`src/rtl/pc_sequencer.sv`:
```
// Next-PC unit for the fetch stage: registered PC, branch/jump/call/return target selection,
// and a circular return-address stack with sticky overflow/underflow flags.
module pc_sequencer #(
    parameter int ADDR_W    = 32,
    parameter int OFF_W     = 16,
    parameter int JMP_W     = 26,
    parameter int RAS_DEPTH = 4,
    parameter logic [ADDR_W-1:0] RESET_PC = '0,
    localparam int CNT_W    = $clog2(RAS_DEPTH + 1)
) (
    input  logic              clk,
    input  logic              reset_n,
    input  logic              stall,
    input  logic              zero_flag,
    input  logic              carry_flag,
    input  logic              msb,
    input  logic [2:0]        brtype,
    input  logic [2:0]        pc_sel,
    input  logic [OFF_W-1:0]  branch_off,
    input  logic [JMP_W-1:0]  jmp_label,
    input  logic [ADDR_W-1:0] jmp_ra,
    output logic [ADDR_W-1:0] pc,
    output logic [ADDR_W-1:0] next_pc,
    output logic              br_taken,
    output logic [CNT_W-1:0]  ras_count,
    output logic              ras_ovf,
    output logic              ras_unf
);

    localparam int PTR_W = (RAS_DEPTH > 1) ? $clog2(RAS_DEPTH) : 1;
    localparam logic [PTR_W-1:0]  PTR_LAST = PTR_W'(RAS_DEPTH - 1);
    localparam logic [CNT_W-1:0]  CNT_FULL = CNT_W'(RAS_DEPTH);
    localparam logic [ADDR_W-1:0] ONE      = 1;
    // Bits below this mask come from the jump label; bits above are kept from the current PC.
    localparam logic [ADDR_W-1:0] LOW_MASK = (ONE << (JMP_W + 2)) - ONE;

    logic [ADDR_W-1:0] ras [RAS_DEPTH];
    logic [PTR_W-1:0]  ras_ptr;
    logic [PTR_W-1:0]  ptr_inc;
    logic [PTR_W-1:0]  ptr_dec;

    logic [ADDR_W-1:0] seq;
    logic [ADDR_W-1:0] brt;
    logic [ADDR_W-1:0] jmp;
    logic [ADDR_W-1:0] off_ext;
    logic              cond;
    logic              do_push;
    logic              do_pop;
    logic              do_unf;

    assign seq     = pc + ONE;
    assign off_ext = {{(ADDR_W - OFF_W){branch_off[OFF_W-1]}}, branch_off};
    assign jmp     = (pc & ~LOW_MASK) | ({{(ADDR_W - JMP_W){1'b0}}, jmp_label} << 2);
    assign ptr_inc = (ras_ptr == PTR_LAST) ? '0 : ras_ptr + 1'b1;
    assign ptr_dec = (ras_ptr == '0) ? PTR_LAST : ras_ptr - 1'b1;

    always_comb begin
        cond = 1'b0;
        case (brtype)
            3'd0:    cond = msb;
            3'd1:    cond = zero_flag;
            3'd2:    cond = ~zero_flag;
            3'd3:    cond = carry_flag;
            3'd4:    cond = ~carry_flag;
            3'd5:    cond = 1'b1;
            default: cond = 1'b0;
        endcase
    end

    assign br_taken = ((pc_sel == 3'd0) || (pc_sel > 3'd4)) && cond;
    assign brt      = br_taken ? seq + off_ext : seq;

    always_comb begin
        next_pc = brt;
        do_push = 1'b0;
        do_pop  = 1'b0;
        do_unf  = 1'b0;
        case (pc_sel)
            3'd1: next_pc = jmp;
            3'd2: next_pc = jmp_ra;
            3'd3: begin
                next_pc = jmp;
                do_push = 1'b1;
            end
            3'd4: begin
                if (ras_count != '0) begin
                    next_pc = ras[ptr_dec];
                    do_pop  = 1'b1;
                end else begin
                    next_pc = jmp_ra;
                    do_unf  = 1'b1;
                end
            end
            default: next_pc = brt;
        endcase
    end

    // A push when full lands on the oldest slot because the pointer has wrapped onto it.
    always_ff @(posedge clk) begin
        if (!reset_n) begin
            pc        <= RESET_PC;
            ras_ptr   <= '0;
            ras_count <= '0;
            ras_ovf   <= 1'b0;
            ras_unf   <= 1'b0;
        end else if (!stall) begin
            pc <= next_pc;
            if (do_push) begin
                ras_ptr <= ptr_inc;
                if (ras_count == CNT_FULL) begin
                    ras_ovf <= 1'b1;
                end else begin
                    ras_count <= ras_count + 1'b1;
                end
            end else if (do_pop) begin
                ras_ptr   <= ptr_dec;
                ras_count <= ras_count - 1'b1;
            end else if (do_unf) begin
                ras_unf <= 1'b1;
            end
        end
    end

    always_ff @(posedge clk) begin
        if (reset_n && !stall && do_push) begin
            ras[ras_ptr] <= seq;
        end
    end

endmodule

```
`config.mk`:
```
export PLATFORM = sky130hd
export DESIGN_NAME = pc_sequencer
export DESIGN_NICKNAME = d
export VERILOG_FILES = /design/src/rtl/pc_sequencer.sv
export SDC_FILE = /design/constraint.sdc
export NUM_CORES = 1
export LEC_CHECK = 0
export BUFFER_PORTS_ARGS = -buffer_cell sky130_fd_sc_hd__buf_2
export CORE_MARGIN = 8
export CORE_UTILIZATION = 50
export CTS_CLUSTER_DIAMETER = 80
export DETAILED_ROUTE_END_ITERATION = 6
export GPL_TIMING_DRIVEN = 0
export PLACE_DENSITY = 0.68
export SLEW_MARGIN = 25
export SYNTH_ARGS = -nofsm -noshare
export SYNTH_HDL_FRONTEND = slang
export SYNTH_SLANG_ARGS = --single-unit
```
`constraint.sdc`:
```
create_clock -name clk -period 4.4 [get_ports clk]
set_clock_uncertainty 0.1 [all_clocks]
set_input_delay 0.44 -clock clk [delete_from_list [all_inputs] [get_ports clk]]
set_output_delay 0.44 -clock clk [all_outputs]
set_load 0.02 [all_outputs]
```
==> flow_summary.ini, run 1 <==
[synthesis]
synthesis.nets = 973
synth.area.top_cells = edfxtp_1, dfxtp_1, mux4_2, ha_1, a222oi_1
syn_area_per_cell_sq_um = 11.6
yosysSeqAreaShare_pct = 47.3
ys_ff_latch = 167
async_flop_share_pct = 0
synth_top_area_share_pct = 39.3
yosysWarnings = 0
synth.most_common_cell = edfxtp_1
syn_area_sq_mm = 0.00977
synth-edff-count = 128
synth_top_area_cell = edfxtp_1
synth_common_cells = edfxtp_1, nand2_1, nor2_1
ys_types = 79
synthFlopType = edfxtp_1
syn_inst = 842

[floorplanning]
die-area_sq_mm = 0.0243
rows = 51
die_x_microns = 156
initial_core_util_pct = 50.5
core_area_sq_mm = 0.0193
die_h_microns = 156
io_pins = 156

[setup_path]
cp_num_buf_inv = 3
cp_slowest_cell = nor4_4
cp.arrival_ns = 4.17
cp.required_ns = 3.86
crit_family = simple AND/OR/NAND/NOR gates
cp-end-kind = primary output
critical_path.max_stage_delay_ns = 0.43
critPathLaunchType = flop
worstPathCellList = and4_4 -> nand4_4 -> nor4_4 -> buf_4 -> nand2_1 -> xor2_2 -> inv_2 -> ha_4 -> or2_2 -> a2111oi_4 -> nor3_1 -> a21oi_1 -> a22o_1 -> nand3_2 -> nor2_4 -> buf_6
crit_type = reg -> out
path_max_fanout = 7

[grt]
grt.total_usage_pct = 29.5
grt_max_degree = 28
grt_antenna_before_repair = 0
grt_overflow = 0
grt_pass1_wl_microns = 53600
grt_pass1_vias = 9048

[power_and_ir_drop]
p_leak_nw = 5.27
power.density_mw_per_mm2 = 350
power_mw = 4.68
ir_drop_mv = 0.317

[clock_network]
numCtsBuffers = 17
h-tree-depth = 4
hold_buffers = 0
cts_num_sinks = 167
cts_root_buf = clkbuf_16
clk_pin_slew_worst_paths_ns = 0.07
insertion_delay_ns = 0.44
cts_tree = yes
cts_max_path_buffers = 2

[job]
drv_cap = 0

[timing]
postLayoutSetupSlackWorst_ns = -0.308
timing.fmax_mhz = 212
final-max-slew-violation-count = 0
worst_pin_slew_ns = 0.992
setup_viol_count_final = 9
hold_ws_ns = 0.243
min_period_ns = 4.71
rsz0062_at_grt = true
hold_viol = 0
maxSlewHeadroom_pct = 33.9
fin_crit_sh_pct = 107

[routing]
ant_nets = 0
drc = 3
drt-initial-drc-count = 1190
wl_per_cell_microns = 27.0
vias = 9076
drt_pass1_iterations = 7
wl_microns = 36900
avgViaCountPerCell = 6.64

[hold_path]
hold_class = in -> reg

[place]
dp.final_hpwl_microns = 24800
gp_congestion = 0.952
port_buffers = 154

[layout]
multiInputGateArea_sq_mm = 0.00593
drive_above_1_share_pct = 43.2
num-fill-cells = 1354
antennaDiodeCount = 0
register_area_sq_mm = 0.00468
layout.nets = 1220
area_growth_pct = 36.7

[outcome]
violations = design-rule violations, negative setup slack
status = finished with violations
## registers in the layout (all words and copies together) (netlist names)
register and flops:
ras_unf 1, ras 128, ras_ovf 1, ras_ptr 2, ras_count 3, pc 32
## placed cells by master, fill, tap and decap left out, types with 13 or more instances in the layout
master / netlist / layout
mux4_2: 32 / 32
a21o_1: 17 / 17
nor2_1: 53 / 48
a21oi_1: 42 / 33
buf_2: 4 / 145
nand3_1: 31 / 20
edfxtp_1: 128 / 128
dfxtp_1: 39 / 17
o21ai_0: 43 / 38
a222oi_1: 27 / 27
nand2_1: 61 / 53
inv_1: 16 / 14
ha_1: 43 / 20
clkbuf_16: 0 / 17
clkbuf_1: 29 / 27
buf_4: 2 / 70
buf_6: 0 / 17
nor3_1: 21 / 13
ha_4: 0 / 18
## final timing paths
| path | from | slack (ns) | cells after the start | to |
|---|---|---|---|---|
| min | jmp_ra[23] | 0.24 | 3 | pc[23] |
| max reg2reg | pc[6] | 0.45 | 16 | pc[21] |
| min reg2reg | ras_ovf | 0.38 | 1 | ras_ovf |
| max | pc[6] | -0.31 | 16 | next_pc[31] |
## cells by family after synthesis
family,Yosys count,share of synthesized area (%)
simple gates,251,13.1
compound gates,228,17.5
flops,167,47.3
buf+inv,58,3.06
xor+xnor,47,4.21
mux,46,8.81
fa+ha+maj,45,5.92
## per-layer routing
layer / GRT usage, % / wire length [microns]
met1: 37.4 / 14000
met4: 15.1 / 1620
met2: 47.1 / 17400
met5: 0 / 0
met3: 6.23 / 3860
## worst reg2reg max path: stages, from the launching register on
cell       delay [ns]
dfxtp_4          0.41
and4_4           0.29
nand4_4          0.20
buf_4            0.22
nor2_4           0.10
xor2_2           0.21
ha_4             0.24
a21o_1           0.18
a21o_1           0.20
a2111oi_4        0.32
nor3_2           0.10
a221oi_4         0.40
buf_4            0.20
nand3_2          0.08
a31o_4           0.25
buf_4            0.13
o31ai_1          0.24
## per-stage QoR
step                setup TNS, ns  worst slack [ns]  util [%]  cell area [sq um]  instances
floorplan                       0             0.110         -               9770        842
global placement            -9.02            -0.951      56.2              10900       1261
detailed placement         -10.32            -0.999      56.8              11000       1265
CTS                        -0.256           -0.0682      66.5              12900       1350
global route                -2.43            -0.354      69.1              13400       1367
finish                      -1.29            -0.308      69.1              13400       1367
## final cells by class
type,instances,share of cell area [%]
tap,265,2.48
multi-input combinational,617,44.4
buffer,39,1.81
clock inverter,13,1.33
clock buffer,19,3.32
timing repair buffer,230,11.2
sequential,167,35.0
inverter,17,0.478
## timing repair
item | CTS | global route
endpoints found under the setup margin | 33 | 18
pin swaps | 45 | 35
gates resized for setup | 173 | 72
buffers inserted | 55 | 19
## where the power goes
group	internal, mW	total, mW	leakage, nW	switching, mW
Combinational	0.525	1.27	3.50	0.747
Clock	0.962	1.61	0.296	0.646
Sequential	1.74	1.80	1.48	0.0592
Total	3.23	4.68	5.27	1.45
(Power assumes the default switching activity.)
==> inputs of run 2 (changes only) <==
--- a/config.mk
+++ b/config.mk
@@ -5,6 +5,7 @@
 export SDC_FILE = /design/constraint.sdc
 export NUM_CORES = 1
 export LEC_CHECK = 0
+export ABC_CLOCK_PERIOD_IN_PS = 4400
 export BUFFER_PORTS_ARGS = -buffer_cell sky130_fd_sc_hd__buf_2
 export CORE_MARGIN = 8
 export CORE_UTILIZATION = 50
@@ -12,6 +13,7 @@
 export DETAILED_ROUTE_END_ITERATION = 6
 export GPL_TIMING_DRIVEN = 0
 export PLACE_DENSITY = 0.68
+export REMOVE_ABC_BUFFERS = 1
 export SLEW_MARGIN = 25
 export SYNTH_ARGS = -nofsm -noshare
 export SYNTH_HDL_FRONTEND = slang
==> constraint.sdc (replaced) <==
create_clock -name clk -period 4.4 [get_ports clk]
set_clock_uncertainty 0.1 [all_clocks]
set_input_delay 0.44 -clock clk [delete_from_list [all_inputs] [get_ports clk]]
set_output_delay 0.44 -clock clk [all_outputs]
set_load 0.01 [all_outputs]
==> run 2 against run 1 <==
  * The flow finishes with violations (negative setup slack)
  * Highest routed layer unchanged
  * Die area stayed put
  * Cell area rose by 0.91%
  * Routed wire length decreased by 15%
  * Register-to-register slack gained 0.18 ns
  * Core utilization up 0.63 points
  * Non-clock buffer count fell by 18
  * Critical path depth decreased by 3
  * Global-route usage shrank 5.3 points
  * Maximum frequency rose by 5.1%
  * Sequential cell count unchanged
==> flow_summary.ini, run 2 (same netlist as run 1, synthesis figures left out) <==
[floorplanning]
core_area_sq_mm = 0.0193
die-area_sq_mm = 0.0243
io_pins = 156
initial_core_util_pct = 50.5
die_x_microns = 156
rows = 51
die_h_microns = 156

[timing]
rsz0062_at_grt = true
hold_ws_ns = 0.245
fin_crit_sh_pct = 102
setup_tns_ns = -0.237
postLayoutSetupSlackWorst_ns = -0.0792
timing.fmax_mhz = 223
setup_viol_count_final = 5
final-max-slew-violation-count = 0
worst_pin_slew_ns = 0.964
hold_viol = 0
min_period_ns = 4.48
maxSlewHeadroom_pct = 35.7

[outcome]
status = finished with violations
violations = negative setup slack

[layout]
area_growth_pct = 38.0
multiInputGateArea_sq_mm = 0.00606
final_cells = 1349
reg_top3 = ras (128), pc (32), ras_count (3)
layout_common_cells = buf_2, edfxtp_1, buf_4, nand2_1, nor2_1
top_register = ras
register_area_sq_mm = 0.00468
layout_commonest_cell = buf_2
largest_reg_flops = 128
drive_above_1_share_pct = 46.8
antennaDiodeCount = 0
fin_util_pct = 69.7
num-fill-cells = 1342
layout.nets = 1202

[routing]
wl_microns = 31500
avgViaCountPerCell = 6.21
drc = 0
wl_per_cell_microns = 23.4
ant_nets = 0
drt-initial-drc-count = 753
drt_pass1_iterations = 7
vias = 8371

[clock_network]
clk_pin_slew_worst_paths_ns = 0.07
cts_max_path_buffers = 2
cts_num_sinks = 167
hold_buffers = 0
cts_root_buf = clkbuf_16
h-tree-depth = 4
numCtsBuffers = 17
cts_tree = yes
insertion_delay_ns = 0.44

[grt]
grt_max_degree = 39
grt.total_usage_pct = 24.2
grt_pass1_wl_microns = 44900
grt_overflow = 0
grt_pass1_vias = 8122
grt_antenna_before_repair = 0

[job]
drv_cap = 0

[power_and_ir_drop]
ir_drop_mv = 0.291
p_leak_nw = 5.33
power.density_mw_per_mm2 = 337

[place]
port_buffers = 155
gp_congestion = 0.877
place_ws_ns = -1.04
placed_cells = 1232
dp.final_hpwl_microns = 20000

[setup_path]
cp.arrival_ns = 3.94
critPathLaunchType = flop
cp.required_ns = 3.86
path_max_fanout = 7
crit_type = reg -> out
cp-end-kind = primary output

[hold_path]
hold_class = in -> reg
-- run 2: cell count changes in the layout (fill, tap and decap cells not counted), sizes merged --
cell | before | now
clkbuf | 50 | 18
buf | 237 | 251
inv | 17 | 19
bufbuf | 1 | 0
bufinv | 4 | 3
clkinv | 7 | 8
clkinvlp | 2 | 1
-- run 2: layout make-up --
| cell class | count | share of cell area [%] |
|---|---|---|
| multi-input combinational | 617 | 45.0 |
| clock inverter | 14 | 1.29 |
| clock buffer | 18 | 3.26 |
| tap | 265 | 2.46 |
| inverter | 17 | 0.483 |
| sequential | 167 | 34.8 |
| timing repair buffer | 251 | 12.8 |
-- run 2: layer usage --
layer	wire length [microns]	GRT usage [%]
met5	0	0
met4	878	7.72
met3	2470	5.15
met2	15500	40.3
met1	12700	30.9
-- run 2: critical path, stage by stage (launching register included) --
cell       delay [ns]
dfxtp_4          0.34
and4_4           0.30
nand2_1          0.13
xnor2_2          0.35
ha_4             0.29
a21oi_2          0.15
nand3_1          0.12
or4_4            0.48
and2_4           0.18
a221oi_4         0.34
a211oi_2         0.15
a2111oi_4        0.35
nand2b_4         0.22
buf_6            0.10
-- run 2: path summary, 6_finish.rpt --
path                    from     endpoint  slack (ns)  cells past startpoint
setup / recovery       pc[4]  next_pc[25]       -0.08                     13
hold / removal    jmp_ra[20]       pc[20]        0.24                      3
setup reg to reg      pc[14]       pc[28]        0.63                     15
hold reg to reg      ras_ovf      ras_ovf        0.36                      1
-- run 2: repair_timing --
| action | 4_1_cts | 5_1_grt |
|---|---|---|
| setup buffers | 37 | 48 |
| pin swaps | 44 | 50 |
| endpoints found under the setup margin | 29 | 15 |
| endpoints found under the hold margin | 0 | 0 |
| gates resized for setup | 138 | 111 |
-- run 2: per-stage QoR --
step	total power, mW	area, sq um
after floorplan	2.36	9540
after global placement	2.66	10600
after detailed placement	2.69	11000
after CTS	4.34	12500
after global routing	4.69	13500
final	4.54	13500
-- run 2: power breakdown --
group / internal, mW / switching [mW]
clock network: 0.914 / 0.651
registers: 1.74 / 0.0484
logic: 0.531 / 0.653
==> inputs of run 3 (changes only) <==
--- a/config.mk
+++ b/config.mk
@@ -7,6 +7,7 @@
 export LEC_CHECK = 0
 export ABC_CLOCK_PERIOD_IN_PS = 4400
 export BUFFER_PORTS_ARGS = -buffer_cell sky130_fd_sc_hd__buf_2
+export CORE_ASPECT_RATIO = 2
 export CORE_MARGIN = 8
 export CORE_UTILIZATION = 50
 export CTS_CLUSTER_DIAMETER = 80
@@ -18,3 +19,4 @@
 export SYNTH_ARGS = -nofsm -noshare
 export SYNTH_HDL_FRONTEND = slang
 export SYNTH_SLANG_ARGS = --single-unit
+export TNS_END_PERCENT = 50
==> run 3 against run 2 <==
  * The flow still finishes with violations (negative setup slack)
  * Cell area decreased by 1.5%
  * Routed wire length increased by 5.7%
  * Global-route usage increased by 2.0 points
  * Worst setup slack got worse by 0.071 ns
  * Final cell count decreased by 0.59%
  * Critical path depth increased by 4
  * Clock power increased by 3%
  * Core utilization decreased by 0.87 points
  * Sequential cell count unchanged
  * Via count increased by 1.5%
  * Sequential share of layout area increased by 0.60 points
  * Die area increased by 1.1%
  * Largest power group unchanged
==> flow_summary.ini, run 3 (same netlist as run 1, synthesis figures left out) <==
[grt]
grt_pass1_wl_microns = 47900
grt_overflow = 0
grt_antenna_before_repair = 0
grt_max_degree = 39
grt.total_usage_pct = 26.2
grt_pass1_vias = 8683

[setup_path]
cp.arrival_ns = 4.01
path_max_fanout = 5
critPathLaunchType = flop
crit_type = reg -> out
cp.required_ns = 3.86
r2r_setup_slack_ns = 0.13
cp-end-kind = primary output

[layout]
final_cells = 1341
drive_above_1_share_pct = 45.5
layout.nets = 1200
antennaDiodeCount = 0
area_growth_pct = 35.8
top_register = ras
multiInputGateArea_sq_mm = 0.00585
register_area_sq_mm = 0.00469
reg_top3 = ras (128), pc (32), ras_count (3)
num-fill-cells = 1402
layout_commonest_cell = buf_2
layout_common_cells = buf_2, edfxtp_1, buf_4, nand2_1, nor2_1
largest_reg_flops = 128

[timing]
fin_crit_sh_pct = 103
worst_pin_slew_ns = 0.975
final-max-slew-violation-count = 0
min_period_ns = 4.55
hold_viol = 0
timing.fmax_mhz = 220
maxSlewHeadroom_pct = 34.8
postLayoutSetupSlackWorst_ns = -0.150
rsz0062_at_grt = true
setup_viol_count_final = 9

[floorplanning]
die_h_microns = 214
initial_core_util_pct = 50.7
die-area_sq_mm = 0.0245
die_x_microns = 115
rows = 72
io_pins = 156
core_area_sq_mm = 0.0193

[clock_network]
cts_root_buf = clkbuf_16
cts_num_sinks = 167
insertion_delay_ns = 0.45
h-tree-depth = 4
clk_pin_slew_worst_paths_ns = 0.07
numCtsBuffers = 17
cts_tree = yes
cts_max_path_buffers = 2

[hold_path]
hold_class = in -> reg

[place]
port_buffers = 155
placed_cells = 1227
gp_congestion = 0.934
dp.final_hpwl_microns = 22400

[routing]
vias = 8496
wl_met2_microns = 18500
drt_pass1_iterations = 6
drt-initial-drc-count = 630
drt-met1-wl_microns = 10800
drc = 0
highest_layer = met4
avgViaCountPerCell = 6.34
wl_microns = 33300
wl_per_cell_microns = 24.9
wl_met3_microns = 1970
ant_nets = 0

[power_and_ir_drop]
power_mw = 4.55
power.density_mw_per_mm2 = 342
p_leak_nw = 5.26
ir_drop_mv = 0.262

[outcome]
violations = negative setup slack
status = finished with violations

[job]
drv_cap = 0
[run 3: path summary, 6_finish.rpt]
kind	depth (start not counted)	endpoint	start
max	17	next_pc[28]	pc[9]
min	3	pc[20]	jmp_ra[20]
max reg2reg	20	pc[27]	pc[4]
min reg2reg	2	ras_unf	ras_unf
[run 3: stage by stage]
step                      utilization, %  setup TNS [ns]  hold slack [ns]  cell area, sq um  worst slack [ns]
after CTS                           65.2               0            0.238             12600           0.00167
final                               68.8          -0.577            0.242             13300            -0.150
after global placement              55.2         -238.63            0.349             10600             -1.71
after detailed placement            56.8          -10.08            0.354             11000             -1.04
after floorplan                        -               0            0.402              9540             0.272
after global routing                68.8           -2.06            0.297             13300            -0.239
[run 3: layout make-up]
cell class	count	share of cell area (%)
clock buffers	19	3.26
clock inverters	13	1.48
inverters	17	0.490
multi-input cells	617	44.1
flip-flops and latches	167	35.4
well taps	259	2.44
repair buffers	249	12.9
[run 3: power by group]
part | internal [mW] | total, mW | switching, mW | leakage [nW]
clock network | 0.961 | 1.61 | 0.652 | 0.304
registers | 1.74 | 1.79 | 0.0486 | 1.48
logic | 0.502 | 1.14 | 0.642 | 3.47
[run 3: layer usage]
| layer | track usage (%) | up-vias |
|---|---|---|
| met5 | 0 | - |
| met4 | 19.5 | 0 |
| met3 | 4.32 | 125 |
| met2 | 49.1 | 409 |
| met1 | 24.6 | 4186 |
| li1 | - | 3776 |
[run 3: timing repair]
| item | CTS | global route |
|---|---|---|
| setup endpoints to repair | 32 | 17 |
| setup buffers | 46 | 37 |
| resized for setup | 146 | 78 |
| pin swaps | 42 | 47 |
| hold buffers | 0 | 0 |
[run 3: worst max-delay path, stage by stage (launching register included)]
cell      delay (ns)
dfxtp_4         0.38
and4_4          0.29
nand4_1         0.13
buf_6           0.17
buf_4           0.15
nor2_1          0.11
nand2_1         0.11
xor2_2          0.19
inv_2           0.09
ha_1            0.27
a21o_1          0.16
a31oi_1         0.32
a211oi_2        0.16
nor3_4          0.32
a21oi_2         0.11
mux2i_2         0.17
or2_2           0.30
buf_2           0.14
